## config.mk

```make
export PLATFORM = sky130hd
export DESIGN_NAME = ibex_mult_pext_seq
export DESIGN_NICKNAME = d
export VERILOG_FILES = /design/src/rtl/ibex_mult_pext_seq.sv
export SDC_FILE = /design/constraint.sdc
export NUM_CORES = 2
export LEC_CHECK = 0
export ABC_AREA = 1
export BUFFER_PORTS_ARGS = -buffer_cell sky130_fd_sc_hd__buf_2
export CAP_MARGIN = 25
export CORE_ASPECT_RATIO = 1.4
export CORE_MARGIN = 5
export CORE_UTILIZATION = 55
export CTS_CLUSTER_DIAMETER = 50
export CTS_CLUSTER_SIZE = 8
export DETAILED_ROUTE_END_ITERATION = 8
export GPL_TIMING_DRIVEN = 0
export PLACE_DENSITY = 0.81
export SETUP_SLACK_MARGIN = 0.4
export SYNTH_ARGS = -nofsm -noshare
export SYNTH_HDL_FRONTEND = slang
export SYNTH_SLANG_ARGS = --single-unit
```

## constraint.sdc

```tcl
create_clock -name clk_i -period 9.9 [get_ports clk_i]
set_input_delay 0.99 -clock clk_i [delete_from_list [all_inputs] [get_ports clk_i]]
set_output_delay 0.99 -clock clk_i [all_outputs]
set_load 0.01 [all_outputs]
```

## src/rtl/ibex_mult_pext_seq.sv

```systemverilog
// Sequential packed-SIMD multiplier: four 17x9 signed partial products computed
// NumMul per cycle, assembled into 16- or 32-bit lanes, optional per-lane MAC.
module ibex_mult_pext_seq #(
    parameter int NumMul = 2,
    parameter bit SatEn  = 1'b1
) (
    input  logic        clk_i,
    input  logic        rst_ni,
    input  logic        start_i,
    input  logic        kill_i,
    input  logic        width16_i,
    input  logic        signed_i,
    input  logic        crossed_i,
    input  logic        mac_i,
    input  logic        sat_i,
    input  logic [31:0] op_a_i,
    input  logic [31:0] op_b_i,
    input  logic [63:0] acc_i,
    output logic        ready_o,
    output logic        valid_o,
    input  logic        ready_i,
    output logic [63:0] result_o,
    output logic        sat_o
);

    if (NumMul != 1 && NumMul != 2 && NumMul != 4) begin : g_bad_nummul
        $error("ibex_mult_pext_seq: NumMul must be 1, 2 or 4");
    end

    localparam int Cycles = 4 / NumMul;

    typedef enum logic [1:0] {IDLE, MUL, ACC, DONE} state_e;

    state_e      state_q;
    logic [1:0]  cnt_q;
    logic        vld_p2;
    logic        sat_p2;
    logic [63:0] result_p2;

    logic [31:0] op_a_p0;
    logic [31:0] op_b_p0;
    logic [63:0] acc_p0;
    logic        w16_p0;
    logic        sgn_p0;
    logic        crs_p0;
    logic        mac_p0;
    logic        sat_en_p0;

    logic signed [25:0] pp_p1  [4];
    logic signed [25:0] pp_now [4];

    logic        accept;
    logic        last_mul;
    logic [63:0] prod;
    logic [63:0] acc_res;
    logic        acc_ovf;
    logic        sat_eff;

    // A operand for partial product idx: halfword (16-bit mode) or byte, 17-bit extended.
    function automatic logic signed [16:0] sel_a(input logic [1:0] idx, input logic [31:0] a,
                                                 input logic w16, input logic sgn);
        logic [15:0] h;
        logic [7:0]  by;
        if (w16) begin
            h = idx[1] ? a[31:16] : a[15:0];
            sel_a = {h[15] & sgn, h};
        end else begin
            by = a[{idx, 3'b000} +: 8];
            sel_a = {{9{by[7] & sgn}}, by};
        end
    endfunction

    // B operand: low byte of a halfword is always unsigned, high bytes follow signed_i.
    function automatic logic signed [8:0] sel_b(input logic [1:0] idx, input logic [31:0] b,
                                                input logic w16, input logic sgn,
                                                input logic crs);
        logic [15:0] h;
        logic [7:0]  by;
        logic [1:0]  bi;
        if (w16) begin
            h = (idx[1] ^ crs) ? b[31:16] : b[15:0];
            sel_b = idx[0] ? {h[15] & sgn, h[15:8]} : {1'b0, h[7:0]};
        end else begin
            bi = idx ^ {1'b0, crs};
            by = b[{bi, 3'b000} +: 8];
            sel_b = {by[7] & sgn, by};
        end
    endfunction

    // Returns {clamped, sum}; wraps when sat is low.
    function automatic logic [32:0] add_sat32(input logic [31:0] p, input logic [31:0] c,
                                              input logic sgn, input logic sat);
        logic        [32:0] us;
        logic signed [32:0] ss;
        us = {1'b0, p} + {1'b0, c};
        ss = $signed({p[31], p}) + $signed({c[31], c});
        if (sat && sgn && (ss[32] != ss[31])) begin
            add_sat32 = {1'b1, (ss[32] ? 32'h8000_0000 : 32'h7FFF_FFFF)};
        end else if (sat && !sgn && us[32]) begin
            add_sat32 = {1'b1, 32'hFFFF_FFFF};
        end else begin
            add_sat32 = {1'b0, (sgn ? ss[31:0] : us[31:0])};
        end
    endfunction

    function automatic logic [16:0] add_sat16(input logic [15:0] p, input logic [15:0] c,
                                              input logic sgn, input logic sat);
        logic        [16:0] us;
        logic signed [16:0] ss;
        us = {1'b0, p} + {1'b0, c};
        ss = $signed({p[15], p}) + $signed({c[15], c});
        if (sat && sgn && (ss[16] != ss[15])) begin
            add_sat16 = {1'b1, (ss[16] ? 16'h8000 : 16'h7FFF)};
        end else if (sat && !sgn && us[16]) begin
            add_sat16 = {1'b1, 16'hFFFF};
        end else begin
            add_sat16 = {1'b0, (sgn ? ss[15:0] : us[15:0])};
        end
    endfunction

    assign ready_o  = (state_q == IDLE) || ((state_q == DONE) && ready_i);
    assign accept   = start_i && !kill_i && ready_o;
    assign last_mul = (state_q == MUL) && (cnt_q == 2'(Cycles - 1));
    assign sat_eff  = sat_en_p0 & SatEn;

    // Stage p0 -> p1: multiplier slots, slot s handles partial product cnt*NumMul+s
    logic        [1:0]  slot_idx [NumMul];
    logic signed [16:0] slot_a   [NumMul];
    logic signed [8:0]  slot_b   [NumMul];
    logic signed [25:0] slot_p   [NumMul];

    for (genvar s = 0; s < NumMul; s++) begin : g_slot
        assign slot_idx[s] = 2'(32'(cnt_q) * 32'(NumMul) + 32'(s));
        assign slot_a[s]   = sel_a(slot_idx[s], op_a_p0, w16_p0, sgn_p0);
        assign slot_b[s]   = sel_b(slot_idx[s], op_b_p0, w16_p0, sgn_p0, crs_p0);
        assign slot_p[s]   = 26'(slot_a[s]) * 26'(slot_b[s]);
    end

    always_comb begin
        pp_now = pp_p1;
        for (int s = 0; s < NumMul; s++) begin
            pp_now[slot_idx[s]] = slot_p[s];
        end
    end

    // Stage p1 -> p2: lane assembly, high byte product weighted by 2^8
    logic signed [31:0] lane16 [2];
    assign lane16[0] = 32'(pp_now[0]) + (32'(pp_now[1]) <<< 8);
    assign lane16[1] = 32'(pp_now[2]) + (32'(pp_now[3]) <<< 8);
    assign prod = w16_p0 ? {lane16[1], lane16[0]}
                         : {pp_now[3][15:0], pp_now[2][15:0], pp_now[1][15:0], pp_now[0][15:0]};

    // Accumulate stage operates on the product already parked in result_p2
    logic [32:0] s32 [2];
    logic [16:0] s16 [4];

    always_comb begin
        for (int l = 0; l < 2; l++) begin
            s32[l] = add_sat32(result_p2[32*l +: 32], acc_p0[32*l +: 32], sgn_p0, sat_eff);
        end
        for (int k = 0; k < 4; k++) begin
            s16[k] = add_sat16(result_p2[16*k +: 16], acc_p0[16*k +: 16], sgn_p0, sat_eff);
        end
        if (w16_p0) begin
            acc_res = {s32[1][31:0], s32[0][31:0]};
            acc_ovf = s32[1][32] | s32[0][32];
        end else begin
            acc_res = {s16[3][15:0], s16[2][15:0], s16[1][15:0], s16[0][15:0]};
            acc_ovf = s16[3][16] | s16[2][16] | s16[1][16] | s16[0][16];
        end
    end

    always_ff @(posedge clk_i) begin
        if (accept) begin
            op_a_p0   <= op_a_i;
            op_b_p0   <= op_b_i;
            acc_p0    <= acc_i;
            w16_p0    <= width16_i;
            sgn_p0    <= signed_i;
            crs_p0    <= crossed_i;
            mac_p0    <= mac_i;
            sat_en_p0 <= sat_i;
        end
        if (state_q == MUL) begin
            pp_p1 <= pp_now;
        end
    end

    always_ff @(posedge clk_i or negedge rst_ni) begin
        if (!rst_ni) begin
            state_q   <= IDLE;
            cnt_q     <= 2'd0;
            vld_p2    <= 1'b0;
            sat_p2    <= 1'b0;
            result_p2 <= 64'd0;
        end else begin
            case (state_q)
                IDLE: begin
                    if (accept) begin
                        state_q <= MUL;
                        cnt_q   <= 2'd0;
                        sat_p2  <= 1'b0;
                    end
                end
                MUL: begin
                    if (kill_i) begin
                        state_q   <= IDLE;
                        cnt_q     <= 2'd0;
                        result_p2 <= 64'd0;
                        sat_p2    <= 1'b0;
                    end else if (last_mul) begin
                        cnt_q     <= 2'd0;
                        result_p2 <= prod;
                        if (mac_p0) begin
                            state_q <= ACC;
                        end else begin
                            state_q <= DONE;
                            vld_p2  <= 1'b1;
                        end
                    end else begin
                        cnt_q <= cnt_q + 2'd1;
                    end
                end
                ACC: begin
                    if (kill_i) begin
                        state_q   <= IDLE;
                        result_p2 <= 64'd0;
                        sat_p2    <= 1'b0;
                    end else begin
                        state_q   <= DONE;
                        result_p2 <= acc_res;
                        sat_p2    <= acc_ovf;
                        vld_p2    <= 1'b1;
                    end
                end
                DONE: begin
                    if (kill_i) begin
                        state_q   <= IDLE;
                        vld_p2    <= 1'b0;
                        result_p2 <= 64'd0;
                        sat_p2    <= 1'b0;
                    end else if (ready_i) begin
                        vld_p2 <= 1'b0;
                        if (accept) begin
                            state_q <= MUL;
                            cnt_q   <= 2'd0;
                            sat_p2  <= 1'b0;
                        end else begin
                            state_q <= IDLE;
                        end
                    end
                end
                default: state_q <= IDLE;
            endcase
        end
    end

    assign valid_o  = vld_p2;
    assign result_o = result_p2;
    assign sat_o    = sat_p2 & SatEn;

endmodule

```

==> results.sh <==
export IMPL_number_of_buffer_and_inverter_instances_along_the_worst_setup_path=8
export IMPL_die_area_mm2=0.06165
export IMPL_place_port_buffers=204
export IMPL_first_pass_grt_wire_length_um=160600
export IMPL_routed_wire_length_per_instance_um=21.10
export IMPL_layout_drive_gt1_share=0.1149
export IMPL_required_ns=10.45
export IMPL_chipWidth_um=211.3
export IMPL_maxSlewViolCount=0
export IMPL_ys_types=61
export IMPL_slew_headroom=0.2482
export IMPL_netlist_area_mm2=0.03119
export IMPL_antenna_found_initial=1
export IMPL_fmaxAchievable_ghz=0.1080
export IMPL_cts_tree="done"
export IMPL_cts_max_path_buffers=3
export IMPL_status="completed"
export IMPL_die_h_um=291.8
export IMPL_route_vias_total=29060
export IMPL_drv_max_cap_violation_count=0
export IMPL_fin_crit_sh=0.9352
export IMPL_finalHoldViolCount=0
export IMPL_weighted_congestion_at_the_end_of_routability_driven_global_placement=1.068
export IMPL_holdCritPathClass="input port to async pin"
export IMPL_flip_flop_and_latch_count_after_synthesis=303
export IMPL_postRouteWirelength_um=105000
export IMPL_placementRows=103
export IMPL_finalSetupViolations=0
export IMPL_rsz0062_at_grt="true"
export IMPL_worst_slew_pin_slew_ns=1.128
export IMPL_path_clk_slew_ns=0.05
export IMPL_detail_route_vias_per_cell=5.841
export IMPL_grt_pass1_vias=29250
export IMPL_placeableCoreArea_mm2=0.05632
export IMPL_drt_pre_antenna_iters=8
export IMPL_hold_slack_ns=0.1661
export IMPL_maximum_number_of_pins_on_one_net_before_global_route_repair=74
export IMPL_io_pins=205
export IMPL_syn_instance_count=3941
export IMPL_grt_ovfl_total=0
export IMPL_drcViolationCount=0
export IMPL_dp_hpwl_um=84000
export IMPL_final_net_count=4811
export IMPL_initial_core_util=0.5539
export IMPL_crit_path_max_incr_delay_ns=0.58
export IMPL_ys_seq_area_frac=0.2805
export IMPL_antenna_violation_net_count_after_detailed_routing=0
export IMPL_flow_area_growth_from_synthesis_pct=12.25
export IMPL_timing_critical_path_max_delay_family="adder cells"
export IMPL_drt_iter0_drc=2447
export IMPL_worst_path_max_fanout=10
export IMPL_critical_path_top_cell_by_count="nand2_1"
export IMPL_clock_skew_final_ns=0.05987
export IMPL_critical_path_slowest_cell="fa_1"
export IMPL_critPathLaunchType="register"
export IMPL_worst_skew_pair_late_latency_ns=0.63
export IMPL_endpoint_kind_of_the_worst_setup_timing_path="register"
export IMPL_clock_tree_root_cell="clkbuf_16"
export IMPL_cts_num_sinks=303
export IMPL_synthesis_yosys_warnings=0
export IMPL_post_route_min_period_ns=9.259
export IMPL_global_route_usage_total=0.3340
export IMPL_syn_num_nets=4543
export IMPL_tritoncts_num_buffers=49
export IMPL_timing_worst_setup_path_type="register to register"
export IMPL_syn_avg_cell_area_um2=7.915
export IMPL_worst_endpoint_arrival_ns=9.81
export IMPL_htreeDepth=2
[registers in the layout (all words and copies together), names as in the netlist, named ones only]
name	count
acc_p0	64
cnt_q	2
crs_p0	1
mac_p0	1
op_a_p0	32
op_b_p0	32
pp_p1	98
result_o	64
sat_eff	1
sat_o	1
sgn_p0	1
state_q	2
valid_o	1
w16_p0	1
[area by class of cell]
cell class              count  area (um^2)
fillers                  4920        21300
multi-input cells        2934        19890
flip-flops and latches    303         8748
inverters                 582         2201
clock buffers              67         1314
repair buffers            217         1199
well taps                 735        919.6
plain buffers             122        611.8
clock inverters            14        128.9
diodes                      1        2.502
[synthesized netlist by cell type (all sizes together)]
cell type,number,area (um^2)
clkbuf,82,312.8
nand4,24,150.1
o221ai,13,113.9
mux2i,19,190.2
ha,212,2653
nand2,911,3472
o211ai,24,180.2
nand3b,6,45.04
and2,1,6.260
a21boi,7,52.55
nor4,4,52.55
a211oi,3,22.52
a31oi,49,327.8
xor2,96,863.3
nor3b,2,15.01
a22oi,4,30.03
a31o,1,8.760
buf,40,227.7
or2,33,206.5
a21oi,275,1451
o21bai,23,172.7
edfxtp,233,6997
nor3,24,136.4
a21o,9,67.56
clkinv,2,7.510
xnor2,40,350.3
o22a,1,8.760
o21a,11,82.58
nand3,181,943.4
o31ai,5,37.54
o22ai,2,12.51
nor2,436,1649
o21ai,264,1359
and3,2,12.51
inv,580,2180
fa,252,5045
dfrtp,70,1752
[stage by stage]
stage	setup WS (ns)	setup TNS, ns	util	instance area (um^2)	instances
5_1_grt	0.3102	0	0.6217	35010	4975
6_report	0.6412	0	0.6217	35010	4975
3_5_place_dp	-0.8580	-11.73	0.5907	33260	4885
2_1_floorplan	2.015	0	-	31190	3941
4_1_cts	0.4078	0	0.6182	34810	4967
3_3_place_gp	-0.8611	-11.49	0.5883	33130	4880
[layout by cell type, fill, tap and decap left out, drive strengths merged, types with 9 or more instances in the layout]
cell and count:
buf 256, xor2 96, a31oi 49, dfrtp 70, clkbuf 150, a21o 9
nor2 436, o211ai 24, nand2 911, o21bai 23, ha 212, inv 581
a21oi 275, xnor2 40, nand3 181, clkinv 12, fa 252, o221ai 13
edfxtp 233, nand4 24, or2 33, o21ai 264, mux2i 19, o21a 11
nor3 24
[worst register-to-register path, delay by kind of cell, from the launching register on]
| kind | cells | cell delay, ns |
|---|---|---|
| AOI/OAI and AO/OA | 9 | 1.74 |
| xor gates and xnor gates | 1 | 0.30 |
| buffers and inverters | 8 | 2.05 |
| and+or+nand+nor | 11 | 1.52 |
| DFF | 1 | 0.35 |
| adders and majority gates | 7 | 3.25 |
[kinds of logic (layout without fill, tap and decap cells)]
logic type,Yosys count,count (layout),share of synthesized area
other cells,0,1,0
buf+inv,704,1002,0.08744
mux,19,19,0.006097
flops,303,303,0.2805
xor+xnor,136,136,0.03891
fa+ha+maj,464,464,0.2468
simple gates,1624,1624,0.2144
compound gates,691,691,0.1259
[worst paths after layout]
| kind | startpoint | endpoint | slack (ns) | depth (start not counted) |
|---|---|---|---|---|
| max in group asynchronous | rst_ni | result_o[27]$_DFFE_PN0P_ | 9.13 | 2 |
| min in group clk_i | acc_i[41] | acc_p0[41]$_DFFE_PP_ | 0.54 | 1 |
| min | rst_ni | result_o[50]$_DFFE_PN0P_ | 0.17 | 1 |
| max reg2reg | w16_p0$_DFFE_PP_ | result_o[59]$_DFFE_PN0P_ | 0.64 | 36 |
| max | w16_p0$_DFFE_PP_ | result_o[59]$_DFFE_PN0P_ | 0.64 | 36 |
| min reg2reg | cnt_q[1]$_DFFE_PN0P_ | cnt_q[1]$_DFFE_PN0P_ | 0.54 | 2 |
[layer usage]
layer | global-route usage | wire, um
met1 | 0.3738 | 35920
met3 | 0.05062 | 8553
met5 | 0 | 0
met4 | 0.2455 | 9796
met2 | 0.5734 | 50720
[timing repair]
action                                 CTS  global route
setup endpoints to repair               35            28
endpoints found under the hold margin    0             0
gates cloned                             0             0
pin swaps                                1             5
gates resized for setup                 40            70
hold buffers                             0             0
buffers inserted                         1             6
Power is left out: the tool's default activity adds up to more than one toggle a clock period on the data nets, which glitch-free logic cannot reach.
